## src/rtl/uart_host_rx.sv

```systemverilog
// uart_host_rx: UART receiver (8N1, LSB first) feeding a small byte FIFO
// that the host side drains with rd_en. Also reports framing errors and
// dropped bytes.
`timescale 1ns/1ps

module uart_host_rx #(
    parameter int CLKS_PER_BIT = 16,
    parameter int FIFO_AW      = 4
) (
    input  logic               clk,
    input  logic               rst_n,
    input  logic               rx,
    input  logic               rd_en,
    output logic [7:0]         rd_data,
    output logic               empty,
    output logic               full,
    output logic [FIFO_AW:0]   count,
    output logic               busy,
    output logic               frame_err,
    output logic               overflow,
    input  logic               clr_err
);

    localparam int              DEPTH_N   = 2 ** FIFO_AW;
    localparam int              CW        = FIFO_AW + 1;
    localparam logic [CW-1:0]   DEPTH     = CW'(DEPTH_N);
    localparam logic [15:0]     HALF_LOAD = 16'(CLKS_PER_BIT / 2 - 1);
    localparam logic [15:0]     FULL_LOAD = 16'(CLKS_PER_BIT - 1);

    typedef enum logic [1:0] {
        IDLE,
        START,
        DATA,
        STOP
    } state_t;

    state_t             state;
    state_t             next_state;
    logic               sync_q;
    logic               rx_s;
    logic [15:0]        bit_cnt;
    logic [2:0]         bit_idx;
    logic [7:0]         shift_reg;
    logic               expire;
    logic               push;
    logic               stop_bad;
    logic               do_push;
    logic               do_pop;
    logic [FIFO_AW-1:0] wr_ptr;
    logic [FIFO_AW-1:0] rd_ptr;
    logic [7:0]         mem [DEPTH_N];

    assign expire = (bit_cnt == 16'd0);

    // Two-flop synchronizer for the asynchronous serial line, idling high.
    always_ff @(posedge clk or negedge rst_n) begin
        if (!rst_n) begin
            sync_q <= 1'b1;
            rx_s   <= 1'b1;
        end else begin
            sync_q <= rx;
            rx_s   <= sync_q;
        end
    end

    // FSM state register.
    always_ff @(posedge clk or negedge rst_n) begin
        if (!rst_n) begin
            state <= IDLE;
        end else begin
            state <= next_state;
        end
    end

    // Next-state logic; the line is only watched for a falling edge in IDLE.
    always_comb begin
        next_state = state;
        case (state)
            IDLE:  if (!rx_s) next_state = START;
            START: if (expire) next_state = rx_s ? IDLE : DATA;
            DATA:  if (expire && (bit_idx == 3'd7)) next_state = STOP;
            STOP:  if (expire) next_state = IDLE;
            default: next_state = IDLE;
        endcase
    end

    // FSM outputs: busy flag and the stop-bit verdict strobes.
    always_comb begin
        busy     = (state != IDLE);
        push     = 1'b0;
        stop_bad = 1'b0;
        if ((state == STOP) && expire) begin
            push     = rx_s;
            stop_bad = !rx_s;
        end
    end

    // Bit-period counter, bit index and data shift register.
    always_ff @(posedge clk or negedge rst_n) begin
        if (!rst_n) begin
            bit_cnt   <= 16'd0;
            bit_idx   <= 3'd0;
            shift_reg <= 8'h00;
        end else begin
            case (state)
                IDLE: begin
                    if (!rx_s) bit_cnt <= HALF_LOAD;
                end
                START: begin
                    if (expire) begin
                        bit_cnt <= FULL_LOAD;
                        bit_idx <= 3'd0;
                    end else begin
                        bit_cnt <= bit_cnt - 16'd1;
                    end
                end
                DATA: begin
                    if (expire) begin
                        shift_reg[bit_idx] <= rx_s;
                        bit_cnt            <= FULL_LOAD;
                        bit_idx            <= bit_idx + 3'd1;
                    end else begin
                        bit_cnt <= bit_cnt - 16'd1;
                    end
                end
                STOP: begin
                    if (!expire) bit_cnt <= bit_cnt - 16'd1;
                end
                default: bit_cnt <= 16'd0;
            endcase
        end
    end

    // Registered one-cycle frame error pulse on a low stop bit.
    always_ff @(posedge clk or negedge rst_n) begin
        if (!rst_n) begin
            frame_err <= 1'b0;
        end else begin
            frame_err <= stop_bad;
        end
    end

    // A push into a full FIFO is accepted only if a pop frees a slot this cycle.
    assign do_pop  = rd_en && !empty;
    assign do_push = push && (!full || do_pop);

    // FIFO storage; contents are not reset since rd_data is masked while empty.
    always_ff @(posedge clk) begin
        if (do_push) mem[wr_ptr] <= shift_reg;
    end

    // FIFO pointers and occupancy.
    always_ff @(posedge clk or negedge rst_n) begin
        if (!rst_n) begin
            wr_ptr <= '0;
            rd_ptr <= '0;
            count  <= '0;
        end else begin
            if (do_push) wr_ptr <= wr_ptr + FIFO_AW'(1);
            if (do_pop)  rd_ptr <= rd_ptr + FIFO_AW'(1);
            case ({do_push, do_pop})
                2'b10:   count <= count + CW'(1);
                2'b01:   count <= count - CW'(1);
                default: count <= count;
            endcase
        end
    end

    // Sticky overflow; a drop in the same cycle as clr_err keeps the flag set.
    always_ff @(posedge clk or negedge rst_n) begin
        if (!rst_n) begin
            overflow <= 1'b0;
        end else if (push && full && !do_pop) begin
            overflow <= 1'b1;
        end else if (clr_err) begin
            overflow <= 1'b0;
        end
    end

    assign empty   = (count == '0);
    assign full    = (count == DEPTH);
    assign rd_data = empty ? 8'h00 : mem[rd_ptr];

endmodule

```

## config.mk

```make
export PLATFORM = sky130hd
export DESIGN_NAME = uart_host_rx
export DESIGN_NICKNAME = d
export VERILOG_FILES = /design/src/rtl/uart_host_rx.sv
export SDC_FILE = /design/constraint.sdc
export NUM_CORES = 1
export LEC_CHECK = 0
export CORE_ASPECT_RATIO = 2
export CORE_MARGIN = 4
export CORE_UTILIZATION = 60
export CTS_CLUSTER_DIAMETER = 80
export DETAILED_ROUTE_END_ITERATION = 8
export PLACE_DENSITY = 0.84
export SLEW_MARGIN = 40
export SYNTH_ARGS = -nofsm -noshare
export SYNTH_HDL_FRONTEND = slang
export SYNTH_SLANG_ARGS = --single-unit
```

## constraint.sdc

```tcl
create_clock -name clk -period 4.1 [get_ports clk]
set_input_delay 0.41 -clock clk [delete_from_list [all_inputs] [get_ports clk]]
set_output_delay 0.41 -clock clk [all_outputs]
set_load 0.05 [all_outputs]
```

* Yosys cells after proc, flatten, opt, wreduce, memory -nomap -nowiden
Memories as Yosys holds them, arrays and structs flattened.
Index checks and enable logic that the tools add are counted.
** Cells by class
- $add $sub $neg :: 6
- Magnitude comparators :: 2
- Eq/ne operators :: 13
- Muxes and demuxes :: 24
- Reductions and logical operators :: 24
** Operators with widths (number)
- two-way mux 16 bit :: 3
- one-hot mux 16 bit (3 select lines) :: 1
- logical NOT 16 bit :: 1
- subtractor 16 x 1 -> 16 bit, second input constant :: 1
- != test 2 bit, second input constant :: 6
- two-way mux 2 bit :: 5
- one-hot mux 5 bit (2 select lines) :: 1
- adder 4 x 1 -> 4 bit, second input constant :: 2
- bitwise mux 8 bit :: 1
- two-way mux 8 bit :: 1
- one-hot mux 2 bit (4 select lines) :: 1
- nonzero test 2 bit :: 4
- logical AND 1 bit :: 7
- two-way mux 1 bit :: 7
- == test 2 bit, second input constant :: 3
- two-way mux 3 bit :: 2
- one-hot mux 3 bit (2 select lines) :: 1
- adder 5 x 1 -> 5 bit, second input constant :: 1
- == test 5 bit, second input constant :: 1
- logical NOT 5 bit :: 1
- subtractor 5 x 1 -> 5 bit, second input constant :: 1
- == test 2 x 1 -> 1 bit, second input constant :: 2
- logical NOT 1 bit :: 4
- < comparator 3 x 4 -> 1 bit, second input constant :: 1
- other kinds (10) :: 11
** Word-level totals
- Register bits :: 46
- Memory bits (writable) :: 128
- Output and inout port bits :: 18
- Word-level logic and storage cells :: 81
- Memories kept :: 1
** Memories
- mem :: depth 16, bits a word 8, rd ports 1, clocked after memory_dff 0, wr ports 1, RTL line 51 : logic [7:0] mem [DEPTH_N];

* Longest topological paths before layout
- Depth in word-level cells :: 7
- Gate-level depth with buffers :: 15
- Mapped depth without buffers :: 14

* Least setup slack after synthesis
OpenSTA, ideal clock, no wires.
- Path type :: reg2reg
- From :: register count[1]
- To :: register count[4]
- Setup time :: 0.080 ns
- Arrival :: 3.767 ns
- Data required time :: 4.020 ns
- Slack :: 0.253 ns
- Stages on the path, launching flop included :: 15
- Buffers on the path :: 3
- Clock period less this slack :: 3.847 ns
- Cell sequence :: dfrtp_1 > clkbuf_1 > or4_1 > nor2_2 > nor2b_1 > clkbuf_1 > ha_1 > clkbuf_1 > xor2_1 > ha_1 > a21boi_0 > o221ai_1 > a21o_1 > a21oi_1 > xnor2_1
** Between the ends
- Cells in the longest elaborated chain, start to end :: 7
- Elaborated cells on any way between the ends :: 13
- Classes of those cells :: 2 x add/sub; 3 x eq/ne; 1 x mux; 7 x reduce/logical
** Ends and longest elaborated chain
- start: declaration :: RTL line 17 : output logic [FIFO_AW:0] count,
- start signal: assignment :: RTL line 162 : 2'b10: count <= count + CW'(1);
- start signal: assignment :: RTL line 163 : 2'b01: count <= count - CW'(1);
- start signal: assignment :: RTL line 164 : default: count <= count;
- logical NOT 5 bit * :: RTL line 180 : assign empty = (count == '0);
- net empty :: RTL line 15 : output logic empty,
- logical NOT 1 bit * :: RTL line 144 : assign do_pop = rd_en && !empty;
- logical AND 1 bit * :: RTL line 144
- net do_pop :: RTL line 48 : logic do_pop;
- logical OR 1 bit :: RTL line 145 : assign do_push = push && (!full || do_pop);
- logical AND 1 bit :: RTL line 145
- == test 2 x 1 -> 1 bit / == test 2 bit (equally long branches) :: RTL line 161 : case ({do_push, do_pop})
- one-hot mux 5 bit (2 select lines) / nonzero test 2 bit (equally long branches)
Mark *: on every way through the listed nets, which the timed path passes. The rest lies on a longest branch.
A chain may end at the register's enable or synchronous reset.

* Worst setup path in the final report
- From :: register rd_ptr[0]
- To :: output rd_data[3]
** Between the ends
- Cells in the longest elaborated chain, start to end :: 2
** Ends and longest elaborated chain
- start: declaration :: RTL line 50 : logic [FIFO_AW-1:0] rd_ptr;
- start signal: assignment :: RTL line 160 : if (do_pop) rd_ptr <= rd_ptr + FIFO_AW'(1);
- memory (16 x 8 bit)
- two-way mux 8 bit :: RTL line 182 : assign rd_data = empty ? 8'h00 : mem[rd_ptr];
- end: declaration :: RTL line 14 : output logic [7:0] rd_data,
Every way passes these cells.

==> results.sh <==
export IMPL_status="finished, violations left"
export IMPL_violations="negative hold slack"
export IMPL_seq_area_frac_synth_pct=66.3
export IMPL_place_congestion=0.961
export IMPL_gr_usage_all_layers_pct=23.8
export IMPL_cts_resized=0
export IMPL_crit_top_cell="mux4_2"
export IMPL_p_clk_share_pct=27.6
export IMPL_maxCapViolCount=0
export IMPL_synth_cells=473
export IMPL_setup_viol=0
export IMPL_tightest_slew_ns=0.875
export IMPL_skew_ns=0.00824
export IMPL_grt_overflow=0
export IMPL_synth_fa_ha_area_share_pct=2.99
export IMPL_ys_ff_latch=174
export IMPL_crit_arrival_ns=3.27
export IMPL_cp_top_family="multiplexers"
export IMPL_holdBufCountCts=0
export IMPL_clock_sinks=174
export IMPL_slowest_stage="clkdlybuf4s50_1"
export IMPL_cts_tree="built"
export IMPL_synth_simple_area_share_pct=8.59
export IMPL_cp_max_fo=24
export IMPL_p_sw_uw=2050
export IMPL_yosysUniqueCellTypes=51
export IMPL_max_slew_margin_rel_pct=41.5
export IMPL_cts_buffers=17
export IMPL_core_area_um2=12200
export IMPL_synth_async_reset_ratio_pct=26.4
export IMPL_dp_slack_ns=0.682
export IMPL_grt_pass1_wl_um=25400
export IMPL_ff2ff_path_depth=14
export IMPL_rsz0062_at_grt="false"
export IMPL_postSynthAreaPerCell_um2=15.9
export IMPL_dp_hpwl_um=10600
export IMPL_num_nets_final=520
export IMPL_drt_vias_per_instance=6.51
export IMPL_p_sw_share_pct=35.5
export IMPL_drive_gt1_share_pct=21.8
export IMPL_port_buffers=22
export IMPL_path_buf_inv=2
export IMPL_worst_hold_slack_ns=-0.00298
export IMPL_largest_reg_flops=128
export IMPL_syn_to_final_growth_pct=13.0
export IMPL_clock_latency_ns=0.42
export IMPL_irDropWorstVdd_mv=0.786
export IMPL_fin_util_pct=69.8
export IMPL_tns_ns=0
export IMPL_netlist_area_um2=7530
export IMPL_dr_first_iter_drc_count=427
export IMPL_finalCriticalPeriod_ns=3.68
export IMPL_synth_top_family_by_area="multiplexers"
export IMPL_dp_cells=625
export IMPL_die_area_um2=14500
export IMPL_worst_setup_path_start_kind="flip-flop"
export IMPL_timing_rr_end="count[4]"
export IMPL_final_common_cell="edfxtp_1"
export IMPL_holdCritPathClass="input port to async pin"
export IMPL_mostFrequentLayoutCells="128 x edfxtp_1, 43 x dfrtp_1, 40 x mux4_2"
export IMPL_synth_fp_nets=496
export IMPL_period_share_pct=89.9
export IMPL_htree_levels=4
export IMPL_io_pins=23
export IMPL_die_x_um=87.2
export IMPL_antenna_found_initial=0
export IMPL_setup_ws_ns=0.415
export IMPL_synth_compound_area_share_pct=4.85
export IMPL_seqPwrFrac_pct=38.8
export IMPL_synth_edff_count=128
export IMPL_endpoint_kind="primary output"
export IMPL_synth_xor_area_share_pct=1.39
export IMPL_ys_flop_type="edfxtp_1"
export IMPL_fin_cells=657
export IMPL_worstSetupPathType="flip-flop to primary output"
export IMPL_rr_startpoint="bit_cnt[0]"
export IMPL_internal_power_uw=3730
export IMPL_hold_viol_final=9
export IMPL_maxSlewViolCount=0
export IMPL_post_cts_buffers=0
export IMPL_postRouteAntennaNets=0
export IMPL_wl_per_cell_um=24.1
export IMPL_p_per_area_nw_per_um2=678
export IMPL_synthMuxAreaShare_pct=13.7
export IMPL_cts_root_buf="clkbuf_16"
export IMPL_start_util_pct=61.8
export IMPL_rows=57
export IMPL_maxClockFrequency_mhz=271
export IMPL_synth_warnings=0
export IMPL_worst_ep_required_time_ns=3.69
export IMPL_p_leak_uw=0.00299
export IMPL_clk_pin_slew_ns=0.07
export IMPL_crit_chain="buf_12 > mux4_2 > mux4_2 > nor2b_1 > clkdlybuf4s50_1"
export IMPL_pwr_share_comb_pct=33.6
export IMPL_dr_pass1_iters=4
export IMPL_startpoint="rd_ptr[0]"
export IMPL_antennaDiodeCount=0
export IMPL_first_global_vias=4488
export IMPL_grt_max_degree=47
export IMPL_cts_buffer_depth=2
export IMPL_drc=0
export IMPL_regToRegSetupSlack_ns=0.56
export IMPL_cpPeakStageDelay_ns=0.71
export IMPL_die_y_um=166
export IMPL_vias=4279
export IMPL_totalWireLength_um=15800
cell type report:
class	count	area (µm²)
clock buffers	18	429
clock inverters	14	155
fillers	752	3680
inverters	12	45.0
multi-input cells	260	2400
flip-flops and latches	174	5000
well taps	147	184
repair buffers	32	305
worst max-delay path by stage:
| stage | endpoint | slack, ns | cells after the start |
|---|---|---|---|
| after floorplan | count[4] | 0.25 | 14 |
| after global placement | count[4] | 0.81 | 14 |
| after detailed placement | count[4] | 0.68 | 14 |
| after CTS | rd_data[3] | 0.34 | 5 |
| after global routing | rd_data[3] | 0.26 | 5 |
| final | rd_data[3] | 0.42 | 5 |
power groups by stage:
stage                     Clock, µW  Sequential, µW  Combinational [µW]
after floorplan                   0            2220                1440
after global placement            0            2260                1870
after detailed placement          0            2270                1940
after CTS                      1600            2240                1950
after global routing           1690            2270                2080
final                          1590            2240                1940
stage by stage:
step / power [µW] / instance area (µm²)
CTS: 5800 / 8500
global placement: 4130 / 7910
finish: 5770 / 8520
detailed placement: 4210 / 7920
floorplan: 3650 / 7530
global route: 6050 / 8520
Yosys cell counts, drive strengths merged (3+ instances only):
master  count  area (µm²)
or3         6        37.5
mux2       11         124
edfxtp    128        3840
dfrtp      44        1100
ha         18         225
nor4        7        58.8
or4         4        30.0
mux4       40         901
nand2      26         100
a21oi      19        98.9
xor2        5        43.8
a21o        3        22.5
clkbuf     17        63.8
inv        12        45.0
nand3       4        20.0
nor2b       9        56.3
nor2       29         111
nand4       4        25.0
nor3       17        85.1
buf        10        51.3
a31oi      10        62.6
xnor2       7        61.3
o21ai       8        40.0
nand2b      4        25.0
o32a        4        40.0
cells by family after synthesis:
kind of cell             after synthesis
flip-flops                           174
AND/OR/NAND/NOR                      121
AO/OA/AOI/OAI                         57
multiplexers                          52
buffers and inverters                 39
adder cells (fa/ha/maj)               18
XOR/XNOR                              12
layer usage:
metal	global-route usage [%]	up-vias	wire [µm]
met2	43.7	138	9330
met5	0	-	0
met1	26.7	2224	5540
li1	-	1885	-
met3	3.95	32	511
met4	8.88	0	459
(Power assumes the default switching activity.)
